## src/rtl/serial_digit_adder.sv

```systemverilog
// Digit-serial adder/subtractor: DIGIT bits per clock, one registered carry.
// Operands are captured once, then shifted out low digit first.
module serial_digit_adder #(
    parameter int WIDTH = 32,
    parameter int DIGIT = 4
) (
    input  logic             CLK,
    input  logic             RST,
    input  logic             InValid,
    output logic             InReady,
    input  logic [WIDTH-1:0] A,
    input  logic [WIDTH-1:0] B,
    input  logic             CI,
    input  logic             SUB,
    output logic             OutValid,
    input  logic             OutReady,
    output logic [WIDTH-1:0] S,
    output logic             CO,
    output logic             V
);

    localparam int NDIG = WIDTH / DIGIT;
    localparam int CW   = (NDIG > 1) ? $clog2(NDIG) : 1;
    localparam logic [CW-1:0] LAST = CW'(NDIG - 1);

    typedef enum logic [1:0] {
        IDLE,
        RUN,
        DONE
    } state_t;

    state_t r_state;
    state_t w_next;

    logic [WIDTH-1:0]       r_a;
    logic [WIDTH-1:0]       r_b;
    logic [WIDTH-1:0]       r_sum;
    logic                   r_carry;
    logic [CW-1:0]          r_cnt;
    logic                   r_co;
    logic                   r_v;

    logic                   w_accept;
    logic                   w_last;
    logic [DIGIT-1:0]       w_a_dig;
    logic [DIGIT-1:0]       w_b_dig;
    logic [DIGIT:0]         w_dsum;
    logic [DIGIT-1:0]       w_d;
    logic                   w_c;
    logic                   w_msb_cin;
    logic [WIDTH+DIGIT-1:0] w_sum_cat;

    assign w_accept  = (r_state == IDLE) && InValid;
    assign w_last    = (r_cnt == LAST);
    assign w_a_dig   = r_a[DIGIT-1:0];
    assign w_b_dig   = r_b[DIGIT-1:0];
    assign w_dsum    = {1'b0, w_a_dig} + {1'b0, w_b_dig}
                     + {{DIGIT{1'b0}}, r_carry};
    assign w_d       = w_dsum[DIGIT-1:0];
    assign w_c       = w_dsum[DIGIT];
    // Carry into the top bit of this digit, recovered from the sum bit.
    assign w_msb_cin = w_a_dig[DIGIT-1] ^ w_b_dig[DIGIT-1] ^ w_d[DIGIT-1];
    // New digit enters at the top while the sum register shifts right.
    assign w_sum_cat = {w_d, r_sum};

    assign S  = r_sum;
    assign CO = r_co;
    assign V  = r_v;

    // State register.
    always_ff @(posedge CLK) begin
        if (RST) begin
            r_state <= IDLE;
        end else begin
            r_state <= w_next;
        end
    end

    // Next-state logic and handshake outputs decoded from state only.
    always_comb begin
        w_next   = r_state;
        InReady  = 1'b0;
        OutValid = 1'b0;
        unique case (r_state)
            IDLE: begin
                InReady = 1'b1;
                if (InValid) begin
                    w_next = RUN;
                end
            end
            RUN: begin
                if (w_last) begin
                    w_next = DONE;
                end
            end
            DONE: begin
                OutValid = 1'b1;
                if (OutReady) begin
                    w_next = IDLE;
                end
            end
            default: begin
                w_next = IDLE;
            end
        endcase
    end

    // Operand capture, digit-serial datapath and result flags.
    always_ff @(posedge CLK) begin
        if (RST) begin
            r_a     <= '0;
            r_b     <= '0;
            r_sum   <= '0;
            r_carry <= 1'b0;
            r_cnt   <= '0;
            r_co    <= 1'b0;
            r_v     <= 1'b0;
        end else if (w_accept) begin
            r_a     <= A;
            r_b     <= SUB ? ~B : B;
            r_carry <= CI;
            r_cnt   <= '0;
        end else if (r_state == RUN) begin
            r_a     <= r_a >> DIGIT;
            r_b     <= r_b >> DIGIT;
            r_sum   <= w_sum_cat[WIDTH+DIGIT-1:DIGIT];
            r_carry <= w_c;
            r_cnt   <= r_cnt + CW'(1);
            if (w_last) begin
                r_co <= w_c;
                r_v  <= w_msb_cin ^ w_c;
            end
        end
    end

endmodule

```

## config.mk

```make
export PLATFORM = sky130hd
export DESIGN_NAME = serial_digit_adder
export DESIGN_NICKNAME = d
export VERILOG_FILES = /design/src/rtl/serial_digit_adder.sv
export SDC_FILE = /design/constraint.sdc
export NUM_CORES = 1
export LEC_CHECK = 0
export ABC_CLOCK_PERIOD_IN_PS = 3950
export CORE_MARGIN = 1
export CORE_UTILIZATION = 53
export DETAILED_ROUTE_END_ITERATION = 8
export PLACE_DENSITY = 0.93
export SYNTH_ARGS = -nofsm -noshare
export SYNTH_HDL_FRONTEND = slang
export SYNTH_SLANG_ARGS = --single-unit
```

## constraint.sdc

```tcl
create_clock -name CLK -period 3.95 [get_ports CLK]
set_clock_uncertainty 0.05 [all_clocks]
set_input_delay 0.79 -clock CLK [delete_from_list [all_inputs] [get_ports CLK]]
set_output_delay 0.79 -clock CLK [all_outputs]
set_load 0.02 [all_outputs]
```

==> reports/results.txt, run 1 <==
clk_lat worst skew = 360 ps
Avg Vias per Cell = 5.513
initial DRC count = 264
layout cell share with drive strength beyond 1 = 0.05116
Seq/Total Area, Yosys = 0.4384
Area Growth Syn to Fin = 23.97%
hold endpoint = S[3]
Sink Count = 104
postcts setup bufs = 0
Tmin final = 2814 ps
Initial Util = 0.5473
cts hold-fix bufs = 0
first-pass GRT wire length = 17,390 um
Placer Congestion = 0.7792
Synth area leaders = dfxtp_1, nor2b_1, nand2_1
RSZ-0062 raised after global routing = false
Worst Setup Start Kind = flop
vias after detailed routing = 4,151
count of input and output buffers = 105
R2R Path Start = r_a[0]
Lkg Pwr = 2.209 nW
num rows = 34
worst reg2reg path depth = 6
TritonCTS clock tree = built
CTS H-tree depth = 3
Synthesized Nets = 646
Final Max Tran Viols = 0
Pwr Density = 375.7 mW/mm^2
Syn Std Cell Area = 0.004750 sq mm
Cells after Synth = 569
setup violators final = 0
Hold Path Class = reg2reg
CTS clk-pin slew, worst paths = 100 ps
chip width = 96.67 um
total wire length = 10,540 um
run status = completed
pin count of the biggest net entering global routing = 106
Total Routing Usage GR = 0.2243
hold path start = S[3]
DRT antenna net count = 0
cell taking the most area after synthesis = dfxtp_1
Synth Warn # = 0
routed wire length per instance = 13.99 um
# IOs = 106
CTS Buf Count = 9
Slew HR = 0.2897
Core ar. = 0.008678 sq mm
dpl ws = 1097 ps
Final Hold Viols = 0
worst slew pin tran = 1065 ps
syn avg cell area = 8.347 sq um
Max Clock Freq = 0.3554 GHz
TritonRoute pass-1 iters = 5
DP HPWL = 6993 um
fill count = 708
CTS resizes = 0
CP endpoint kind = primary output
initial antenna violation count = 0
die area = 0.009344 sq mm
max cap viols = 0
top-area cell type share of the netlist area = 0.4384
Tcrit/Tclk final = 0.7124
RR Endpoint = V
Arr. time, crit path = 1970 ps
antenna fix cells = 0
R2R Setup Slk = 1810 ps
DRC = 0
Worst VDD drop = 0.2083 mV
Root Driver = clkbuf_8
Max Root-Sink Buffers = 2
Setup TNS Final = 0 ps
fin worst setup slack = 1136 ps
worst setup path category = reg2out
Worst Hold Depth = 2
Layout Nets = 717
Yosys cell types = 36
#FFs+latches synth = 104
vias in the first global route = 3,781
gr ovfl total = 0
CP Data Required Time = 3110 ps
Die Y = 96.67 um
maximum net fanout on the critical path = 30
-- power by group --
part	internal (mW)	switching (mW)
Sequential	1.11	0.0407
Clock	0.313	0.367
Combinational	0.188	0.192
Total	1.61	0.600
-- cells by family after synthesis --
group           Yosys count  share of synthesized area
fa+ha+maj                 7                    0.02160
xor+xnor                 36                    0.06639
mux                       2                   0.004215
simple gates            232                     0.2326
compound gates          136                     0.1749
buf+inv                  52                    0.06190
flops                   104                     0.4384
-- placed cells by master, fill, tap and decap left out, drive strengths merged, types with 3 or more instances in the layout --
cell             n
nor2            42
o21ai           28
a22oi           34
nand3            4
clkdlybuf4s50  103
nand2           93
a21oi           38
inv              3
xor2            34
buf              7
nor3            31
clkbuf          10
ha               5
nor2b           56
dfxtp          104
o22ai           28
-- how the worst max path moves through the flow --
stage,from,end,slack [ps]
5_1_grt,r_state[0],OutValid,1050
3_3_place_gp,InValid,r_b[27],1170
4_1_cts,r_state[0],OutValid,1150
6_report,r_state[0],OutValid,1140
2_1_floorplan,r_a[0],V,2000
3_5_place_dp,InValid,r_b[27],1100
-- state kept, by name, summed over array words and instances, names as in the netlist --
register	count
V	1
r_state	2
r_carry	1
r_a	32
CO	1
r_cnt	3
r_b	32
S	32
-- layer usage --
layer  track usage  routed length (um)
met5             0                   0
met4        0.1125                 281
met3       0.03757                 505
met2        0.3684                5243
met1        0.2846                4506
-- cell type report --
| class | count | area, sq um | share of cell area |
|---|---|---|---|
| sequential | 104 | 2083 | 0.3538 |
| clock inverter | 6 | 67.56 | 0.01147 |
| multi-input combinational | 413 | 2376 | 0.4035 |
| timing repair buffer | 110 | 1081 | 0.1836 |
| clock buffer | 10 | 137.6 | 0.02337 |
| inverter | 2 | 7.507 | 0.001275 |
| tap | 108 | 135.1 | 0.02295 |
-- stage by stage --
stage          instance area [sq um]    util  cells  hold WS [ps]  total power [mW]
6_report                        5888  0.6785    753         413.9             2.212
5_1_grt                         5888  0.6785    753         443.3             2.320
4_1_cts                         5888  0.6785    753         417.2             2.219
3_5_place_dp                    5683  0.6548    737         403.0             1.552
3_3_place_gp                    5683  0.6548    737         393.8             1.534
2_1_floorplan                   4750       -    569         394.0             1.432
-- synthesized netlist by cell type, drive strengths merged --
library cell and n:
mux2i 2, dfxtp 104, nor3b 1, nor2 42, o31ai 1, clkbuf 15
a21o 2, a211oi 1, nand2b 2, a22oi 34, buf 35, o21a 1
o22ai 28, ha 5, fa 2, nand2 93, o21ai 28, nand3 4
xnor2 2, o21bai 1, nand3b 1, xor2 34, nor3 31, a21oi 38
inv 2, nor2b 56, and2b 2, a311oi 2
-- critical path, cell delays in order, from the launching register on --
cell,delay [ps]
dfxtp_1,550
buf_4,380
nor2b_1,110
clkdlybuf4s50_1,570
Note: power is estimated with default switching activity, not from simulation.
==> inputs of run 2 (changes only) <==
ABC_CLOCK_PERIOD_IN_PS = 2900   (was 3950)
CORE_UTILIZATION = 50   (was 53)
PLACE_DENSITY = 0.89   (was 0.93)
clock period = 2.9 ns   (was 3.95 ns; I/O delays follow)
==> reports/results.txt, run 2 (synthesis results as in run 1) <==
run status = completed
antenna fix cells = 0
Worst Hold Depth = 2
TritonCTS clock tree = built
Max Root-Sink Buffers = 2
maximum net fanout on the critical path = 20
total wire length = 10,810 um
# IOs = 106
worst slew pin tran = 770.6 ps
fill count = 752
Die Y = 99.47 um
Total Routing Usage GR = 0.2224
chip width = 99.47 um
Initial Util = 0.5140
CTS Buf Count = 9
clk_lat worst skew = 370 ps
Setup TNS Final = 0 ps
WP buf/inv = 1
R2R Path Start = r_state[0]
hold endpoint = S[2]
RSZ-0062 raised after global routing = false
Pwr Density = 505.4 mW/mm^2
most frequent cells in the layout = dfxtp_1, clkdlybuf4s50_1, nand2_1, nor2b_1, nor2_1
worst reg2reg path depth = 4
Worst VDD drop = 0.3056 mV
Hold Path Class = reg2reg
CTS resizes = 0
Slew HR = 0.4851
Final Max Tran Viols = 0
DRT antenna net count = 0
Worst Hold Slack = 409.7 ps
CP endpoint kind = primary output
worst setup path category = reg2out
Placer Congestion = 0.8055
Final Cell Area = 0.005959 sq mm
max cap viols = 0
layout cell share with drive strength beyond 1 = 0.05846
R2R Setup Slk = 810 ps
initial DRC count = 235
vias in the first global route = 3,866
CTS H-tree depth = 3
Core ar. = 0.009240 sq mm
Layout Nets = 722
Worst path top cell family by delay = buffers and inverters
vias after detailed routing = 4,186
# placed instances = 763
dpl ws = 575.6 ps
TritonRoute pass-1 iters = 5
num rows = 35
cts hold-fix bufs = 0
routed wire length per instance = 13.88 um
DRC = 0
pin count of the biggest net entering global routing = 63
Final Hold Viols = 0
gr ovfl total = 0
fin cells = 779
hold path start = S[2]
Post-DP Area = 0.005759 sq mm
die area = 0.009893 sq mm
CP max stage cell = clkdlybuf4s50_1
count of input and output buffers = 105
CP cell instances = nor2b_1 -> clkdlybuf4s50_1
Tcrit/Tclk final = 0.8631
CP Data Required Time = 2270 ps
Arr. time, crit path = 1870 ps
Max stage delay on crit path = 650 ps
Lkg Pwr = 2.235 nW
setup violators final = 0
Worst Setup Start Kind = flop
Area Growth Syn to Fin = 25.47%
first-pass GRT wire length = 17,720 um
Sink Count = 104
postcts setup bufs = 0
Root Driver = clkbuf_8
Tmin final = 2503 ps
RR Endpoint = CO
CTS clk-pin slew, worst paths = 100 ps
initial antenna violation count = 0
Avg Vias per Cell = 5.374
DP HPWL = 7301 um
Max Clock Freq = 0.3995 GHz
fin worst setup slack = 396.9 ps
[run 2: cell count changes in the layout (fill, tap and decap cells not counted)]
| cell | previous run | this run |
|---|---|---|
| buf_12 | 0 | 1 |
| buf_4 | 6 | 10 |
| clkbuf_8 | 10 | 9 |
| clkinv_4 | 1 | 0 |
| inv_6 | 1 | 3 |
[run 2: area by class of cell]
cell class              instances  area (sq um)  area share
clock inverters                 7         76.32     0.01281
clock buffers                   9         123.9     0.02079
well taps                     129         161.4     0.02708
inverters                       2         7.507    0.001260
repair buffers                115          1131      0.1898
multi-input cells             413          2376      0.3987
flip-flops and latches        104          2083      0.3496
[run 2: worst reg2reg max path: stages, from the launching register on]
cell and delay (ps):
dfxtp_1 530, inv_2 300, nor2_4 680, a21oi_1 150
a311oi_1 280
[run 2: where the power goes]
| part | internal [mW] | switching, mW |
|---|---|---|
| sequential | 1.51 | 0.0566 |
| combinational | 0.263 | 0.264 |
| clock | 0.407 | 0.508 |
| total | 2.18 | 0.829 |
[run 2: how the worst max path moves through the flow]
stage	to	cells past startpoint	startpoint	slack, ps
3_5_place_dp	r_a[10]	6	InValid	580
3_3_place_gp	r_a[0]	6	InValid	670
4_1_cts	OutValid	2	r_state[1]	400
6_report	OutValid	2	r_state[1]	400
5_1_grt	OutValid	2	r_state[1]	290
2_1_floorplan	V	6	r_a[0]	950
[run 2: per-layer routing]
metal	up-vias	track usage	wire [um]
li1	2075	-	-
met1	1927	0.2647	4565
met2	160	0.3830	5316
met3	24	0.05481	631
met4	0	0.09276	297
met5	-	0	0
[run 2: per-stage QoR]
stage / utilization / total power [mW]
3_5_place_dp: 0.6233 / 2.122
2_1_floorplan: - / 1.950
5_1_grt: 0.6450 / 3.154
6_report: 0.6450 / 3.012
3_3_place_gp: 0.6233 / 2.101
4_1_cts: 0.6450 / 3.023
==> inputs of run 3 (changes only) <==
ABC_CLOCK_PERIOD_IN_PS = 2200   (was 2900)
CORE_UTILIZATION = 46   (was 50)
PLACE_DENSITY = 0.87   (was 0.89)
clock period = 2.2 ns   (was 2.9 ns; I/O delays follow)
==> reports/results.txt, run 3 (synthesis results as in run 1) <==
Final Hold Viols = 0
Placer Congestion = 0.8061
Multi-input gate area = 0.002376 sq mm
max cap viols = 0
Final Cell Area = 0.006046 sq mm
fill count = 890
Core ar. = 0.009910 sq mm
Tmin final = 2108 ps
Max Clock Freq = 0.4744 GHz
Final Max Tran Viols = 0
Max Root-Sink Buffers = 2
Avg Vias per Cell = 5.338
worst setup path category = reg2reg
Pwr Density = 663.7 mW/mm^2
num rows = 36
routed wire length per instance = 13.91 um
CTS clk-pin slew, worst paths = 90 ps
Post-DP Area = 0.005839 sq mm
Worst Setup Start Kind = flop
vias after detailed routing = 4,201
Arr. time, crit path = 2330 ps
RSZ-0062 raised after global routing = false
count of input and output buffers = 105
CTS resizes = 0
initial DRC count = 159
most frequent cells in the layout = dfxtp_1, clkdlybuf4s50_1, nand2_1, nor2b_1, nor2_1
initial antenna violation count = 0
met3 global-route usage = 0.04279
Total Routing Usage GR = 0.2033
maximum net fanout on the critical path = 3
Sink Count = 104
CTS H-tree depth = 3
postcts setup bufs = 0
TritonRoute pass-1 iters = 4
Slew HR = 0.5967
Lkg Pwr = 2.279 nW
Setup TNS Final = 0 ps
Tcrit/Tclk final = 0.9581
CP Data Required Time = 2420 ps
busiest grt layer = met2
first-pass GRT wire length = 17,910 um
TritonCTS clock tree = built
total wire length = 10,950 um
Hold Path Class = reg2reg
Root Driver = clkbuf_8
Area Growth Syn to Fin = 27.29%
FF+latch area = 0.002083 sq mm
antenna fix cells = 0
run status = completed
CP endpoint kind = flop
worst slew pin tran = 603.4 ps
vias in the first global route = 3,904
cts hold-fix bufs = 0
CTS Buf Count = 9
pin count of the biggest net entering global routing = 47
met2 GRT Util = 0.3595
Initial Util = 0.4793
gr ovfl total = 0
setup violators final = 0
die area = 0.01074 sq mm
layout cell share with drive strength beyond 1 = 0.06269
# IOs = 106
Worst VDD drop = 0.3644 mV
Layout Nets = 727
DP HPWL = 7581 um
clk_lat worst skew = 360 ps
DRC = 0
met1 Track Usage GR = 0.2369
Die Y = 103.6 um
DRT antenna net count = 0
chip width = 103.6 um
run 3: worst paths after layout:
path	startpoint	end	slack, ps	depth (start not counted)
worst max-delay path	r_a[0]	V	90	6
worst min register to register	S[3]	S[3]	420	2
worst max register to register	r_a[0]	V	90	6
worst min-delay path	S[3]	S[3]	420	2
run 3: per-stage QoR:
stage	std cells	worst slack, ps	utilization	hold WS, ps	total power [mW]
after floorplan	569	254.3	-	394.0	2.570
after global placement	772	211.4	0.5893	394.8	2.792
after detailed placement	772	124.4	0.5893	408.2	2.826
after CTS	787	91.04	0.6101	418.3	4.030
after global routing	787	27.74	0.6101	421.4	4.184
final	787	92.11	0.6101	417.0	4.012
run 3: per-layer routing:
layer  routed length (um)  part of all wire  vias up
li1                     -                 -     2079
met1                 4578              0.42     1979
met2                 5710              0.52      125
met3                  441             0.040       18
met4                  221             0.020        0
met5                    0                 0        -
run 3: cell type report:
cell class,instances,share of cell area
clock buffer,13,0.02794
inverter,2,0.001242
sequential,104,0.3446
clock inverter,2,0.006209
multi-input combinational,413,0.3930
tap,133,0.02752
timing repair buffer,120,0.1995
run 3: critical path, cell delays in order, from the launching register on:
cell,delay (ps)
dfxtp_1,340
fa_1,470
fa_1,420
a21o_1,190
a21oi_2,200
xnor2_1,90
a311oi_1,260
run 3: report_power, final:
| part | internal [mW] | total (mW) | leakage [nW] | switching, mW |
|---|---|---|---|---|
| registers | 1.99 | 2.07 | 0.852 | 0.0708 |
| logic | 0.364 | 0.722 | 1.33 | 0.358 |
| clock network | 0.615 | 1.22 | 0.102 | 0.610 |
